**src/rtl/alu_pkg.sv**
```systemverilog
// Shared opcode, error-code and issue-FSM encodings for the ALU front end.
// Latency: n/a (constants and a combinational helper only).
// Backpressure: n/a.
package alu_pkg;

  // ALU select codes; NOP makes the ALU hold its registered output
  localparam logic [4:0] OP_NOP = 5'b00000;
  localparam logic [4:0] OP_ADD = 5'b00101;
  localparam logic [4:0] OP_SUB = 5'b00110;
  localparam logic [4:0] OP_MUL = 5'b01000;
  localparam logic [4:0] OP_DIV = 5'b01011;

  // Rejection reasons reported on err_code
  localparam logic [1:0] ERR_NONE    = 2'b00;
  localparam logic [1:0] ERR_ILLEGAL = 2'b01;
  localparam logic [1:0] ERR_DIVZERO = 2'b10;

  // Issue FSM encoding
  localparam logic [1:0] ST_IDLE    = 2'd0;
  localparam logic [1:0] ST_ISSUE   = 2'd1;
  localparam logic [1:0] ST_CAPTURE = 2'd2;
  localparam logic [1:0] ST_HOLD    = 2'd3;

  // Only the four arithmetic opcodes may be queued; NOP is not a command
  function automatic logic op_is_legal(input logic [4:0] op);
    return op inside {OP_ADD, OP_SUB, OP_MUL, OP_DIV};
  endfunction

endpackage

```
**src/rtl/cmd_fifo.sv**
```systemverilog
// Synchronous command FIFO holding {opcode, a, b} entries, first-word-fall-through head.
// Latency: a pushed entry is visible at the head one clock after the push.
// Backpressure: push ignored when full, pop ignored when empty; caller gates on full/empty.
module cmd_fifo #(
  parameter int DW    = 85,
  parameter int DEPTH = 4
) (
  input  logic                       clk,
  input  logic                       rst,
  input  logic                       push_i,
  input  logic [DW-1:0]              push_dat_i,
  input  logic                       pop_i,
  output logic [DW-1:0]              head_dat_o,
  output logic                       full_o,
  output logic                       empty_o,
  output logic [$clog2(DEPTH):0]     count_o
);

  localparam int AW = $clog2(DEPTH);
  localparam logic [AW:0] FULL_CNT = DEPTH[AW:0];

  logic [DW-1:0] mem_q [DEPTH];
  logic [AW-1:0] wr_ptr_q, rd_ptr_q;
  logic [AW:0]   count_q;
  logic          push_ok, pop_ok;

  assign full_o     = (count_q == FULL_CNT);
  assign empty_o    = (count_q == '0);
  assign push_ok    = push_i && !full_o;
  assign pop_ok     = pop_i && !empty_o;
  assign head_dat_o = mem_q[rd_ptr_q];
  assign count_o    = count_q;

  // Storage array: data needs no reset, pointers qualify it
  always_ff @(posedge clk) begin
    if (push_ok) mem_q[wr_ptr_q] <= push_dat_i;
  end

  // Pointers wrap naturally because DEPTH is a power of two
  always_ff @(posedge clk or posedge rst) begin
    if (rst) begin
      wr_ptr_q <= '0;
      rd_ptr_q <= '0;
      count_q  <= '0;
    end else begin
      if (push_ok) wr_ptr_q <= wr_ptr_q + 1'b1;
      if (pop_ok)  rd_ptr_q <= rd_ptr_q + 1'b1;
      case ({push_ok, pop_ok})
        2'b10:   count_q <= count_q + 1'b1;
        2'b01:   count_q <= count_q - 1'b1;
        default: count_q <= count_q;
      endcase
    end
  end

endmodule

```
**src/rtl/alu_issue_queue.sv**
```systemverilog
// Screens {op,a,b} commands, queues legal ones, issues each to the ALU and returns the tagged result.
// Latency: 3 clocks from accept to res_valid when idle; one result per 3 clocks when res_ready stays high.
// Backpressure: in_ready drops only when the FIFO is full; a result waits in HOLD until res_ready.
module alu_issue_queue
  import alu_pkg::*;
#(
  parameter int WIDTH = 40,
  parameter int DEPTH = 4
) (
  input  logic                     clk,
  input  logic                     rst,
  input  logic                     in_valid,
  output logic                     in_ready,
  input  logic [4:0]               in_op,
  input  logic [WIDTH-1:0]         in_a,
  input  logic [WIDTH-1:0]         in_b,
  output logic [WIDTH-1:0]         alu_a,
  output logic [WIDTH-1:0]         alu_b,
  output logic [4:0]               alu_s,
  input  logic [WIDTH-1:0]         alu_out,
  output logic                     res_valid,
  input  logic                     res_ready,
  output logic [WIDTH-1:0]         res_data,
  output logic [4:0]               res_op,
  output logic                     err_valid,
  output logic [1:0]               err_code,
  output logic [$clog2(DEPTH):0]   count
);

  localparam int DW = 5 + 2 * WIDTH;

  logic [DW-1:0]    head;
  logic [4:0]       head_op;
  logic [WIDTH-1:0] head_a, head_b;
  logic             fifo_full, fifo_empty;
  logic             accept, is_illegal, is_divzero, push, pop;

  logic [1:0]       state_q, state_d;
  logic [WIDTH-1:0] alu_a_q, alu_a_d, alu_b_q, alu_b_d;
  logic [4:0]       alu_s_q, alu_s_d, cur_op_q, cur_op_d;
  logic             res_valid_q, res_valid_d;
  logic [WIDTH-1:0] res_data_q, res_data_d;
  logic [4:0]       res_op_q, res_op_d;
  logic             err_valid_q, err_valid_d;
  logic [1:0]       err_code_q, err_code_d;

  // Screening never stalls the handshake; rejected commands are simply dropped
  assign in_ready   = !fifo_full;
  assign accept     = in_valid && in_ready;
  assign is_illegal = !op_is_legal(in_op);
  assign is_divzero = (in_op == OP_DIV) && (in_b == '0);
  assign push       = accept && !is_illegal && !is_divzero;

  assign head_op = head[DW-1 -: 5];
  assign head_a  = head[2*WIDTH-1 -: WIDTH];
  assign head_b  = head[WIDTH-1:0];

  cmd_fifo #(.DW(DW), .DEPTH(DEPTH)) u_fifo (
    .clk        (clk),
    .rst        (rst),
    .push_i     (push),
    .push_dat_i ({in_op, in_a, in_b}),
    .pop_i      (pop),
    .head_dat_o (head),
    .full_o     (fifo_full),
    .empty_o    (fifo_empty),
    .count_o    (count)
  );

  // Error pulse: registered one cycle after the rejected handshake
  always_comb begin
    err_valid_d = accept && (is_illegal || is_divzero);
    err_code_d  = ERR_NONE;
    if (accept && is_illegal)      err_code_d = ERR_ILLEGAL;
    else if (accept && is_divzero) err_code_d = ERR_DIVZERO;
  end

  // Issue FSM: load ALU port registers on pop, drop to NOP once the ALU has sampled them
  always_comb begin
    state_d     = state_q;
    pop         = 1'b0;
    alu_a_d     = alu_a_q;
    alu_b_d     = alu_b_q;
    alu_s_d     = alu_s_q;
    cur_op_d    = cur_op_q;
    res_valid_d = res_valid_q;
    res_data_d  = res_data_q;
    res_op_d    = res_op_q;
    case (state_q)
      ST_IDLE: begin
        alu_s_d = OP_NOP;
        if (!fifo_empty) begin
          pop      = 1'b1;
          alu_a_d  = head_a;
          alu_b_d  = head_b;
          alu_s_d  = head_op;
          cur_op_d = head_op;
          state_d  = ST_ISSUE;
        end
      end
      ST_ISSUE: begin
        // ALU registers the operands at the end of this cycle; freeze it afterwards
        alu_s_d = OP_NOP;
        state_d = ST_CAPTURE;
      end
      ST_CAPTURE: begin
        res_data_d  = alu_out;
        res_op_d    = cur_op_q;
        res_valid_d = 1'b1;
        state_d     = ST_HOLD;
      end
      default: begin
        // HOLD: result stays stable until taken; no bypass from a same-cycle push
        if (res_ready) begin
          res_valid_d = 1'b0;
          if (!fifo_empty) begin
            pop      = 1'b1;
            alu_a_d  = head_a;
            alu_b_d  = head_b;
            alu_s_d  = head_op;
            cur_op_d = head_op;
            state_d  = ST_ISSUE;
          end else begin
            state_d = ST_IDLE;
          end
        end
      end
    endcase
  end

  // State registers; reset discards in-flight work and parks the ALU on NOP
  always_ff @(posedge clk or posedge rst) begin
    if (rst) begin
      state_q     <= ST_IDLE;
      alu_a_q     <= '0;
      alu_b_q     <= '0;
      alu_s_q     <= OP_NOP;
      cur_op_q    <= OP_NOP;
      res_valid_q <= 1'b0;
      res_data_q  <= '0;
      res_op_q    <= '0;
      err_valid_q <= 1'b0;
      err_code_q  <= ERR_NONE;
    end else begin
      state_q     <= state_d;
      alu_a_q     <= alu_a_d;
      alu_b_q     <= alu_b_d;
      alu_s_q     <= alu_s_d;
      cur_op_q    <= cur_op_d;
      res_valid_q <= res_valid_d;
      res_data_q  <= res_data_d;
      res_op_q    <= res_op_d;
      err_valid_q <= err_valid_d;
      err_code_q  <= err_code_d;
    end
  end

  assign alu_a     = alu_a_q;
  assign alu_b     = alu_b_q;
  assign alu_s     = alu_s_q;
  assign res_valid = res_valid_q;
  assign res_data  = res_data_q;
  assign res_op    = res_op_q;
  assign err_valid = err_valid_q;
  assign err_code  = err_code_q;

endmodule
```
**config.mk**
```make
export PLATFORM = sky130hd
export DESIGN_NAME = alu_issue_queue
export DESIGN_NICKNAME = d
export VERILOG_FILES = /design/src/rtl/alu_pkg.sv /design/src/rtl/cmd_fifo.sv /design/src/rtl/alu_issue_queue.sv
export SDC_FILE = /design/constraint.sdc
export NUM_CORES = 1
export LEC_CHECK = 0
export ABC_AREA = 1
export ABC_CLOCK_PERIOD_IN_PS = 5200
export BUFFER_PORTS_ARGS = -buffer_cell sky130_fd_sc_hd__buf_2
export CORE_UTILIZATION = 32
export DETAILED_ROUTE_END_ITERATION = 8
export PLACE_DENSITY = 0.5
export SYNTH_ARGS = -nofsm -noshare
export SYNTH_HDL_FRONTEND = slang
export SYNTH_SLANG_ARGS = --single-unit
```
**constraint.sdc**
```tcl
create_clock -name clk -period 5.2 [get_ports clk]
set_input_delay 0.78 -clock clk [delete_from_list [all_inputs] [get_ports clk]]
set_output_delay 0.78 -clock clk [all_outputs]
set_load 0.01 [all_outputs]
```
==> metrics.md <==
| Metric | Value |
|---|---|
| Hold_buf cts | `0` |
| Mapped Cells | `1521` |
| Post-synth net total | `1660` |
| Row count | `88` |
| Max Fclk | `0.3323 GHz` |
| Pin count of the biggest net entering global routing | `171` |
| Largest cells by area after synthesis | `edfxtp_1 55%, dfrtp_1 20%, o21ai_0 5.8%, nand2_1 4.9%, nor2_1 4.2%` |
| Crit Path Max Fanout | `53` |
| CTS clk-pin slew, worst paths | `0.06 ns` |
| Max-slew violation count | `0` |
| DRC viols | `0` |
| Crit path kind | `reg -> reg` |
| First-pass GRT wire length | `71.33 mm` |
| HP Class | `in -> async` |
| GP Congestion | `0.7881` |
| DR vias/cell | `4.653` |
| GR Util All Layers | `15.56%` |
| Antenna viol nets, final | `0` |
| Yosys warns | `0` |
| Grt total ovfl | `0` |
| Area share of the largest cell type after synthesis | `54.80%` |
| Max stage delay cell, worst path | `clkinv_2` |
| Synth unique cells | `26` |
| TritonRoute pass-1 iters | `5` |
| Routed WL | `46.42 mm` |
| Clock Sinks | `488` |
| Clock root cell | `clkbuf_16` |
| P per Cell Area | `577.3 nW/um^2` |
| Final Instance Count excl. Fillers | `2590` |
| CTS tree | `built` |
| Core area | `57590 sq um` |
| Avg Cell Area, Syn | `12.25 sq um` |
| Minimum clock period after layout | `3.009 ns` |
| Cell family with most CP delay | `buffers and inverters` |
| Via count | `12051` |
| RSZ-0062 raised after global routing | `no` |
| Vias in the first global route | `11726` |
| Post-CTS Setup Inserts | `0` |
| Post-synthesis register bit count | `488` |
| Status | `finished clean` |
| Max IR drop VDD | `0.0005101 V` |
| Drt initial violations | `759` |
| Worst Path Required | `5.64 ns` |
| Port bufs | `266` |
| Die area | `59190 sq um` |
| Synth Cell Area | `18630 sq um` |
| Arr. time, crit path | `3.44 ns` |
| WL per Instance | `17.92 um` |
| Cts repair resizes | `0` |
| Final setup fails | `0` |
| Final #Nets | `1917` |
| Skew final | `0.01693 ns` |
| Crit-path cells | `clkinv_2, buf_4, o21ai_0, o22ai_1, nand2_1, o21ai_0` |
| Buffers plus inverters on the worst setup path | `2` |
| Fraction of layout cells with a size suffix above 1 | `20.71%` |
| H-tree depth | `2` |
| Die span in y | `243.3 um` |
| IO Pins | `267` |
| Sequential cell area fraction in the yosys report | `74.68%` |
| CP Capture Type | `flip-flop` |
| Fin util | `38.98%` |
| Leakage | `8.850 nW` |
| Max_slew headroom | `22.33%` |
| Slowest stage delay, CP | `0.94 ns` |
| Most frequent cell on the critical path | `o21ai_0` |
| Clock latency on the worst-skew pair | `0.58 ns` |
| Total CTS buffers | `52` |
| Leading area contributor after synthesis | `edfxtp_1` |
| Clock Path Buffers | `3` |
| Die X-Extent | `243.3 um` |
| Slew @ Worst Pin | `1.165 ns` |
| Initial antenna violation count | `12` |
| Final Hold Vio Count | `0` |
| Crit path launch type | `flip-flop` |
| Area grow syn2layout | `20.48%` |
| Post-placement cell count | `2489` |
| Final period util | `57.87%` |
| Dpl hpwl | `27.06 mm` |
| Max Cap Viol | `0` |
| Initial Util | `32.35%` |
-- cell usage in the layout (no fill, tap or decap), types with 6 or more instances in the layout --
master / instances
clkbuf_16: 53
clkinv_2: 12
ha_1: 9
a21oi_1: 6
nor2_1: 202
clkbuf_1: 14
buf_2: 266
dfrtp_1: 146
o21ai_1: 54
nand2_1: 242
edfxtp_1: 340
buf_4: 15
o21ai_0: 215
o22ai_1: 86
inv_1: 101
clkinv_1: 7
nand3_1: 10
-- kinds of logic after synthesis --
logic type	count (synthesis)	share of synthesized area, %
xor gates and xnor gates	5	0.2351
and+or+nand+nor	464	9.563
buffers and inverters	192	4.426
AOI/OAI and AO/OA	362	10.38
adders and majority gates	10	0.7119
DFF	488	74.68
-- path summary, 6_finish.rpt --
path	startpoint	end	slack, ns	depth (start not counted)
worst max-delay path	u_fifo.rd_ptr_q[1]	alu_b[34]	2.19	6
worst min-delay path	rst	alu_b[21]	0.25	2
worst max register to register	u_fifo.rd_ptr_q[1]	alu_b[34]	2.19	6
worst min register to register	res_data[0]	res_data[0]	0.46	2
max in group asynchronous	rst	alu_a[20]	3.76	3
min in group clk	alu_out[35]	res_data[35]	0.40	3
-- cell usage after synthesis --
cell      number
a211oi_4       1
a21oi_1        6
and2_1         1
buf_2         14
buf_4          3
buf_6         10
clkbuf_1      56
clkinv_1       1
dfrtp_1      148
edfxtp_1     340
fa_1           1
ha_1           9
inv_1        103
inv_2          5
nand2_1      242
nand3_1       10
nand3_4        1
nand4_1        1
nor2_1       206
nor3_1         1
nor3b_1        2
o21ai_0      215
o21ai_1       54
o22ai_1       86
xnor2_1        2
xor2_1         3
-- layer usage --
| layer | wire, um | share of wire (%) | GRT usage [%] |
|---|---|---|---|
| met1 | 21130 | 46 | 20.95 |
| met3 | 2745 | 5.9 | 3.679 |
| met2 | 21620 | 47 | 25.05 |
| met5 | 80 | 0.17 | 0 |
| met4 | 856 | 1.8 | 4.273 |
-- power breakdown --
part	internal [W]	switching, W	leakage (nW)
clock network	0.00214	0.00149	0.819
logic	0.00134	0.00269	3.14
registers	0.00484	0.000460	4.89
-- state kept, by name (all words and copies together), names as in the netlist --
name / flops
u_fifo.mem_q: 340
alu_a: 40
alu_b: 40
res_data: 40
alu_s: 5
cur_op_q: 5
res_op: 5
u_fifo.count_o: 3
err_code: 2
state_q: 2
u_fifo.rd_ptr_q: 2
u_fifo.wr_ptr_q: 2
err_valid: 1
res_valid: 1
-- final cells by class --
class	count	area [sq um]
tap	765	957.2
antenna	5	12.51
sequential	488	13920
multi-input combinational	841	3923
timing repair buffer	286	1544
inverter	109	420.4
fill	5539	35140
clock inverter	24	221.5
clock buffer	72	1448
-- per-stage QoR --
step                hold WS (ns)  TNS (ns)  power (W)  area (sq um)  setup slack [ns]
CTS                       0.2603         0    0.01319         22430             2.133
floorplan                 0.4830   -128.25   0.008023         18630           -0.3772
detailed placement        0.4557         0   0.009506         20760             1.610
global route              0.2874         0    0.01385         22440             1.966
finish                    0.2548         0    0.01296         22450             2.191
global placement          0.4485         0   0.009438         20760             1.646
No activity file was read; power rests on OpenSTA's default activity.
